## config.mk

```make
export PLATFORM = sky130hd
export DESIGN_NAME = alu_arbiter
export DESIGN_NICKNAME = d
export VERILOG_FILES = /design/src/rtl/alu_arb_pkg.sv /design/src/rtl/alu_arbiter_rr_arb2.sv /design/src/rtl/alu_arbiter.sv
export SDC_FILE = /design/constraint.sdc
export NUM_CORES = 1
export LEC_CHECK = 0
export ABC_AREA = 1
export CAP_MARGIN = 15
export CORE_MARGIN = 2
export CORE_UTILIZATION = 39
export CTS_CLUSTER_SIZE = 16
export DETAILED_ROUTE_END_ITERATION = 6
export MAX_ROUTING_LAYER = met4
export PLACE_DENSITY = 0.8
export SYNTH_ARGS = -nofsm -noshare
export SYNTH_HDL_FRONTEND = slang
export SYNTH_SLANG_ARGS = --single-unit
```

## constraint.sdc

```tcl
create_clock -name clk -period 3.9 [get_ports clk]
set_input_delay 1.17 -clock clk [delete_from_list [all_inputs] [get_ports clk]]
set_output_delay 1.17 -clock clk [all_outputs]
set_load 0.02 [all_outputs]
```

## src/rtl/alu_arb_pkg.sv

```systemverilog
// Shared types and constants for the two-requester ALU arbiter.
// Purely declarative, no latency or flow control of its own.
// Widths here are defaults only; the top exposes them as parameters.
package alu_arb_pkg;

    localparam int ALU_DATA_WIDTH = 32;
    localparam int ALU_SEL_WIDTH  = 3;

    typedef logic [1:0] state_t;
    localparam state_t ST_IDLE = 2'd0;
    localparam state_t ST_EXEC = 2'd1;
    localparam state_t ST_RESP = 2'd2;

    localparam logic [2:0] OP_AND = 3'b000;
    localparam logic [2:0] OP_SUB = 3'b001;
    localparam logic [2:0] OP_ADD = 3'b010;
    localparam logic [2:0] OP_OR  = 3'b011;
    localparam logic [2:0] OP_SLT = 3'b100;

endpackage

```

## src/rtl/alu_arbiter_rr_arb2.sv

```systemverilog
// Two-way round-robin grant: the requester not served last wins a tie.
// Zero latency, purely combinational.
// No backpressure; the caller decides when the grant is consumed.
module rr_arb2 (
    input  logic valid0,
    input  logic valid1,
    input  logic last,
    output logic gnt_id,
    output logic gnt_vld
);

    assign gnt_vld = valid0 | valid1;
    assign gnt_id  = (valid0 & valid1) ? ~last : valid1;

endmodule

```

## src/rtl/alu_arbiter.sv

```systemverilog
// Shares one external combinational ALU between two requesters, one op in flight.
// Accept-to-response latency 2 cycles; peak throughput 1 op per 3 cycles.
// Requests wait (ready low) outside IDLE; response holds until its ready.
module alu_arbiter
    import alu_arb_pkg::*;
#(
    parameter int DATA_WIDTH = ALU_DATA_WIDTH,
    parameter int SEL_WIDTH  = ALU_SEL_WIDTH
) (
    input  logic                  clk,
    input  logic                  rst,
    input  logic                  req0_valid,
    output logic                  req0_ready,
    input  logic [DATA_WIDTH-1:0] req0_op1,
    input  logic [DATA_WIDTH-1:0] req0_op2,
    input  logic [SEL_WIDTH-1:0]  req0_sel,
    input  logic                  req1_valid,
    output logic                  req1_ready,
    input  logic [DATA_WIDTH-1:0] req1_op1,
    input  logic [DATA_WIDTH-1:0] req1_op2,
    input  logic [SEL_WIDTH-1:0]  req1_sel,
    output logic                  resp0_valid,
    input  logic                  resp0_ready,
    output logic                  resp1_valid,
    input  logic                  resp1_ready,
    output logic [DATA_WIDTH-1:0] resp_result,
    output logic                  resp_zero,
    output logic [DATA_WIDTH-1:0] alu_operand1,
    output logic [DATA_WIDTH-1:0] alu_operand2,
    output logic [SEL_WIDTH-1:0]  alu_opsel,
    input  logic [DATA_WIDTH-1:0] alu_result,
    input  logic                  alu_zero,
    output logic                  busy
);

    state_t                state_q;
    logic [DATA_WIDTH-1:0] op1_q;
    logic [DATA_WIDTH-1:0] op2_q;
    logic [SEL_WIDTH-1:0]  sel_q;
    logic                  gnt_q;
    logic                  last_q;
    logic [DATA_WIDTH-1:0] result_q;
    logic                  zero_q;

    logic gnt_id;
    logic gnt_vld;
    logic idle;
    logic resp_rdy;

    rr_arb2 u_rr_arb2 (
        .valid0  (req0_valid),
        .valid1  (req1_valid),
        .last    (last_q),
        .gnt_id  (gnt_id),
        .gnt_vld (gnt_vld)
    );

    assign idle       = (state_q == ST_IDLE);
    assign req0_ready = idle & gnt_vld & ~gnt_id;
    assign req1_ready = idle & gnt_vld &  gnt_id;

    assign resp0_valid = (state_q == ST_RESP) & ~gnt_q;
    assign resp1_valid = (state_q == ST_RESP) &  gnt_q;
    assign resp_rdy    = gnt_q ? resp1_ready : resp0_ready;

    assign resp_result  = result_q;
    assign resp_zero    = zero_q;
    assign alu_operand1 = op1_q;
    assign alu_operand2 = op2_q;
    assign alu_opsel    = sel_q;
    assign busy         = ~idle;

    always_ff @(posedge clk or negedge rst) begin
        if (!rst) begin
            state_q  <= ST_IDLE;
            op1_q    <= '0;
            op2_q    <= '0;
            sel_q    <= '0;
            gnt_q    <= 1'b0;
            last_q   <= 1'b1;
            result_q <= '0;
            zero_q   <= 1'b0;
        end else begin
            case (state_q)
                ST_IDLE: begin
                    // A grant in IDLE is exactly the valid&&ready handshake.
                    if (gnt_vld) begin
                        op1_q   <= gnt_id ? req1_op1 : req0_op1;
                        op2_q   <= gnt_id ? req1_op2 : req0_op2;
                        sel_q   <= gnt_id ? req1_sel : req0_sel;
                        gnt_q   <= gnt_id;
                        state_q <= ST_EXEC;
                    end
                end
                ST_EXEC: begin
                    result_q <= alu_result;
                    zero_q   <= alu_zero;
                    state_q  <= ST_RESP;
                end
                ST_RESP: begin
                    if (resp_rdy) begin
                        last_q  <= gnt_q;
                        state_q <= ST_IDLE;
                    end
                end
                default: state_q <= ST_IDLE;
            endcase
        end
    end

endmodule

```

* Yosys cells after proc, flatten, opt, wreduce, memory -nomap -nowiden
Index checks and enable logic that the tools add are counted.
Word-level totals: flip-flop bits (word level) 104, input port bits 173, output and inout bits 105, logic and storage cells 35
Cells by class: eq/ne operators 4, multiplexer cells 8, bitwise logic cells 11, reduce and logical (&&, ||, !) cells 4
Operator list (count):
- $mux W32 | 2
- $and A1 B1 Y1 | 6
- $pmux W2 S3 | 1
- $reduce_and A2 Y1 | 3
- $mux W2 | 2
- $ne A2 B2 Y1 const B | 2
- $not A1 Y1 | 4
- $mux W3 | 1
- $eq A2 B1 Y1 const B | 1
- $eq A2 B2 Y1 const B | 1
- $logic_not A2 Y1 | 1
- $mux W1 | 2
- $or A1 B1 Y1 | 1

* Longest topological paths before layout
depth in word-level cells 4, depth in mapped cells 8, depth with buffers taken out 6

* Hierarchy
From an unflattened synthesis, not the netlist that was laid out.
Second synthesis, totals: cells, all modules 672, area, all modules 4872.2 sq um
By module, submodules not included:
- alu_arbiter | times used 1, cells an instance 669, area an instance 4857.2 sq um, seq. area each 2603.7 sq um
- rr_arb2 | times used 1, cells an instance 3, area an instance 15.0 sq um, seq. area each 0.0 sq um

* Least setup slack after synthesis
No wires, ideal clock.
kind input to output, start input req0_valid, end output req1_ready, data arrival time 2011 ps, data required time 2730 ps, setup slack 719 ps, stages on the path 5, path buffers 2, cells stage by stage nand2_1 > nand2_1 > buf_4 > buf_4 > nor2_1
Between the ends: cells in the longest elaborated chain, start to end 3, elaborated cells between the ends (all ways) 5, those cells by class mux: 1; bitwise: 4
RTL lines:
- start: declaration | RTL line alu_arbiter.sv:12 | input logic req0_valid,
- $or A1 B1 Y1 / $and A1 B1 Y1 (equally long branches) | RTL line alu_arbiter_rr_arb2.sv:12, alu_arbiter_rr_arb2.sv:13
- $and A1 B1 Y1 / $mux W1 (equally long branches) | RTL line alu_arbiter.sv:60, alu_arbiter_rr_arb2.sv:13
- $and A1 B1 Y1 * | RTL line alu_arbiter.sv:60 | assign req1_ready = idle & gnt_vld & gnt_id;
- end: declaration | RTL line alu_arbiter.sv:18 | output logic req1_ready,
Mark *: on every way between the ends. The rest lies on a longest branch, timed or not.

* Final worst setup path
Ends and elaborated chain as after synthesis.

==> out/metrics.yaml <==
ys_ff_latch: 104
yosys.area.top_type: "dfrtp_1"
post-route-period-util_pct: 95.6
ys.warnings.count: 0
grt_use_total_pct: 23.5
grt_overflow: 0
hold_path.class: "reg2reg"
h-tree-depth: 3
synth_area_sq_um: 5300
postSynth.asyncResetShare_pct: 100
outcome: "finished, final reports clean"
die_h_microns: 121
nets: 1170
cp-start-kind: "primary input"
whs_ps: 473
ir_drop_mv: 0.338
relSlewSlack_pct: 27.0
synthFlopType: "dfrtp_1"
wl_per_cell_microns: 14.0
antenna_found_initial: 0
grt_max_degree: 105
drt-vias-per-instance: 4.63
clockRootBuffer: "clkbuf_16"
rsz0062_at_grt: "false"
hold_viol: 0
rows: 42
cts_tree: "yes"
fmax_mhz: 268
cts_sinks: 104
cp-end-kind: "primary output"
synth-seq-area-share_pct: 49.2
initial_core_util_pct: 40.0
final_max_slew_viol_count: 0
dr.pass1.iters: 6
place.detailed.hpwl_microns: 11600
drcViolationCount: 0
die_area_sq_um: 14500
tns_ps: 0
cts_buffers: 9
yosys-top-cells-count: "nand2_1, nand3_1, inv_1"
clock_latency_ps: 340
drtAntennaViolNets: 0
post-route-min-period_ps: 3730
instances_no_fill: 1178
placed_cells: 1162
syn-num-nets: 918
pwr_density_cell_nw_per_um2: 745
die-width_microns: 121
routabilityCongestion: 0.791
dpl_worst_slack_ps: -14.5
path_clk_slew_ps: 70
syn_avg_cell_area_sq_um: 7.11
grt_pass1_wl_microns: 26300
critPathMaxStageDelay_ps: 610
criticalPathCategory: "in2out"
path_cells: "clkdlybuf4s50_1 -> nand2_2 -> nand2_2 -> nor2_1 -> clkdlybuf4s50_1"
vias: 5459
synth_area_leaders: "dfrtp_1, nand2_1, nand3_1"
drive_gt1_share_pct: 3.49
wirelength_microns: 16500
yosysTopAreaCellShare_pct: 48.7
cap_violations: 0
core_area_sq_um: 13200
p_leak_uw: 0.00446
yosysMostFrequentCell: "nand2_1"
grt_pass1_vias: 5252
setup_violations: 0
first_iter_violations: 320
diodes: 0
synth_cells: 745
port_buffers: 277
synth_edf_count: 0
tightest_slew_ps: 1090
yosysUniqueCellTypes: 17
cp_max_fo: 4
worst_path_max_delay_cell: "clkdlybuf4s50_1"
area_growth_pct: 60.2
num_io_pins: 278
arrival_ps: 2560
clock_path_buffers: 2
crit_required_ps: 2730
clock_skew_ps: 8.66
cts_setup_buffers: 0
layout_setup_ws_ps: 172
[where the power goes]
part | switching, uW | internal, uW | leakage (uW)
clock | 394 | 599 | 0.000159
sequential | 314 | 1630 | 0.00127
combinational | 1920 | 1470 | 0.00304
total | 2620 | 3700 | 0.00446
[final timing paths]
kind	start	end	cells after the start	slack, ps
worst max-delay path	req0_valid	req1_ready	5	170
worst min-delay path	resp_result[7]	resp_result[7]	2	470
worst max register to register	state_q[0]	resp_result[11]	4	1690
worst min register to register	resp_result[7]	resp_result[7]	2	470
max in group asynchronous	rst	alu_operand1[0]	2	2570
min in group asynchronous	rst	resp_result[16]	2	890
[kinds of logic after synthesis]
| group | Yosys count | share of synthesized area (%) |
|---|---|---|
| buffers and inverters | 184 | 14.1 |
| AOI/OAI and AO/OA | 4 | 0.449 |
| and+or+nand+nor | 453 | 36.2 |
| DFF | 104 | 49.2 |
[registers in the layout, indices dropped and copies added (netlist names)]
register / cells
alu_operand1: 32
alu_operand2: 32
alu_opsel: 3
gnt_q: 1
last_q: 1
resp_result: 32
resp_zero: 1
state_q: 2
[cell usage in the layout, fill, tap and decap left out]
master,netlist,final
clkbuf_1,18,1
buf_12,0,1
clkbuf_16,0,9
nand3_1,167,167
clkinvlp_4,0,1
bufinv_16,0,2
clkinv_4,0,1
o21ai_4,0,1
nor2_1,6,6
inv_2,2,2
dfstp_2,1,1
clkdlybuf4s50_1,0,274
a21oi_1,1,1
dlygate4sd2_1,0,1
clkbuf_8,0,2
inv_1,136,136
nand2_2,1,3
nand2_1,278,276
buf_4,5,10
dfrtp_1,103,103
buf_2,19,1
o21ai_0,2,2
nor2_4,1,1
[cell type report]
cell class	instances	area [sq um]
Clock buffer	12	256
Clock inverter	4	76.3
Fill cell	1180	4760
Inverter	138	518
Multi-Input combinational cell	457	1960
Sequential cell	104	2600
Tap cell	176	220
Timing Repair Buffer	287	2850
[what timing repair did]
item / in CTS / in global routing
endpoints found under the setup margin: 1 / 0
gates resized for setup: 1 / 0
hold buffers: 0 / 0
[critical path, delay by kind of cell]
family / cells / cell delay [ps]
buf+inv: 2 / 1100
simple gates: 3 / 280
[metal layers]
layer / up-vias / share of wire (%) / global-route usage [%]
met4: 0 / 0.76 / 4.51
met2: 208 / 48 / 39.2
met3: 12 / 7.6 / 5.14
met5: - / 0 / -
li1: 2744 / - / -
met1: 2495 / 43 / 29.7
[stage by stage]
step	cell area [sq um]	power (uW)	util [%]
final	8480	6320	64.0
after CTS	8480	6380	64.0
after detailed placement	8150	5370	61.5
after global placement	8150	5310	61.5
after floorplan	5300	3740	-
after global routing	8480	6760	64.0
No activity file was read; power rests on OpenSTA's default activity.
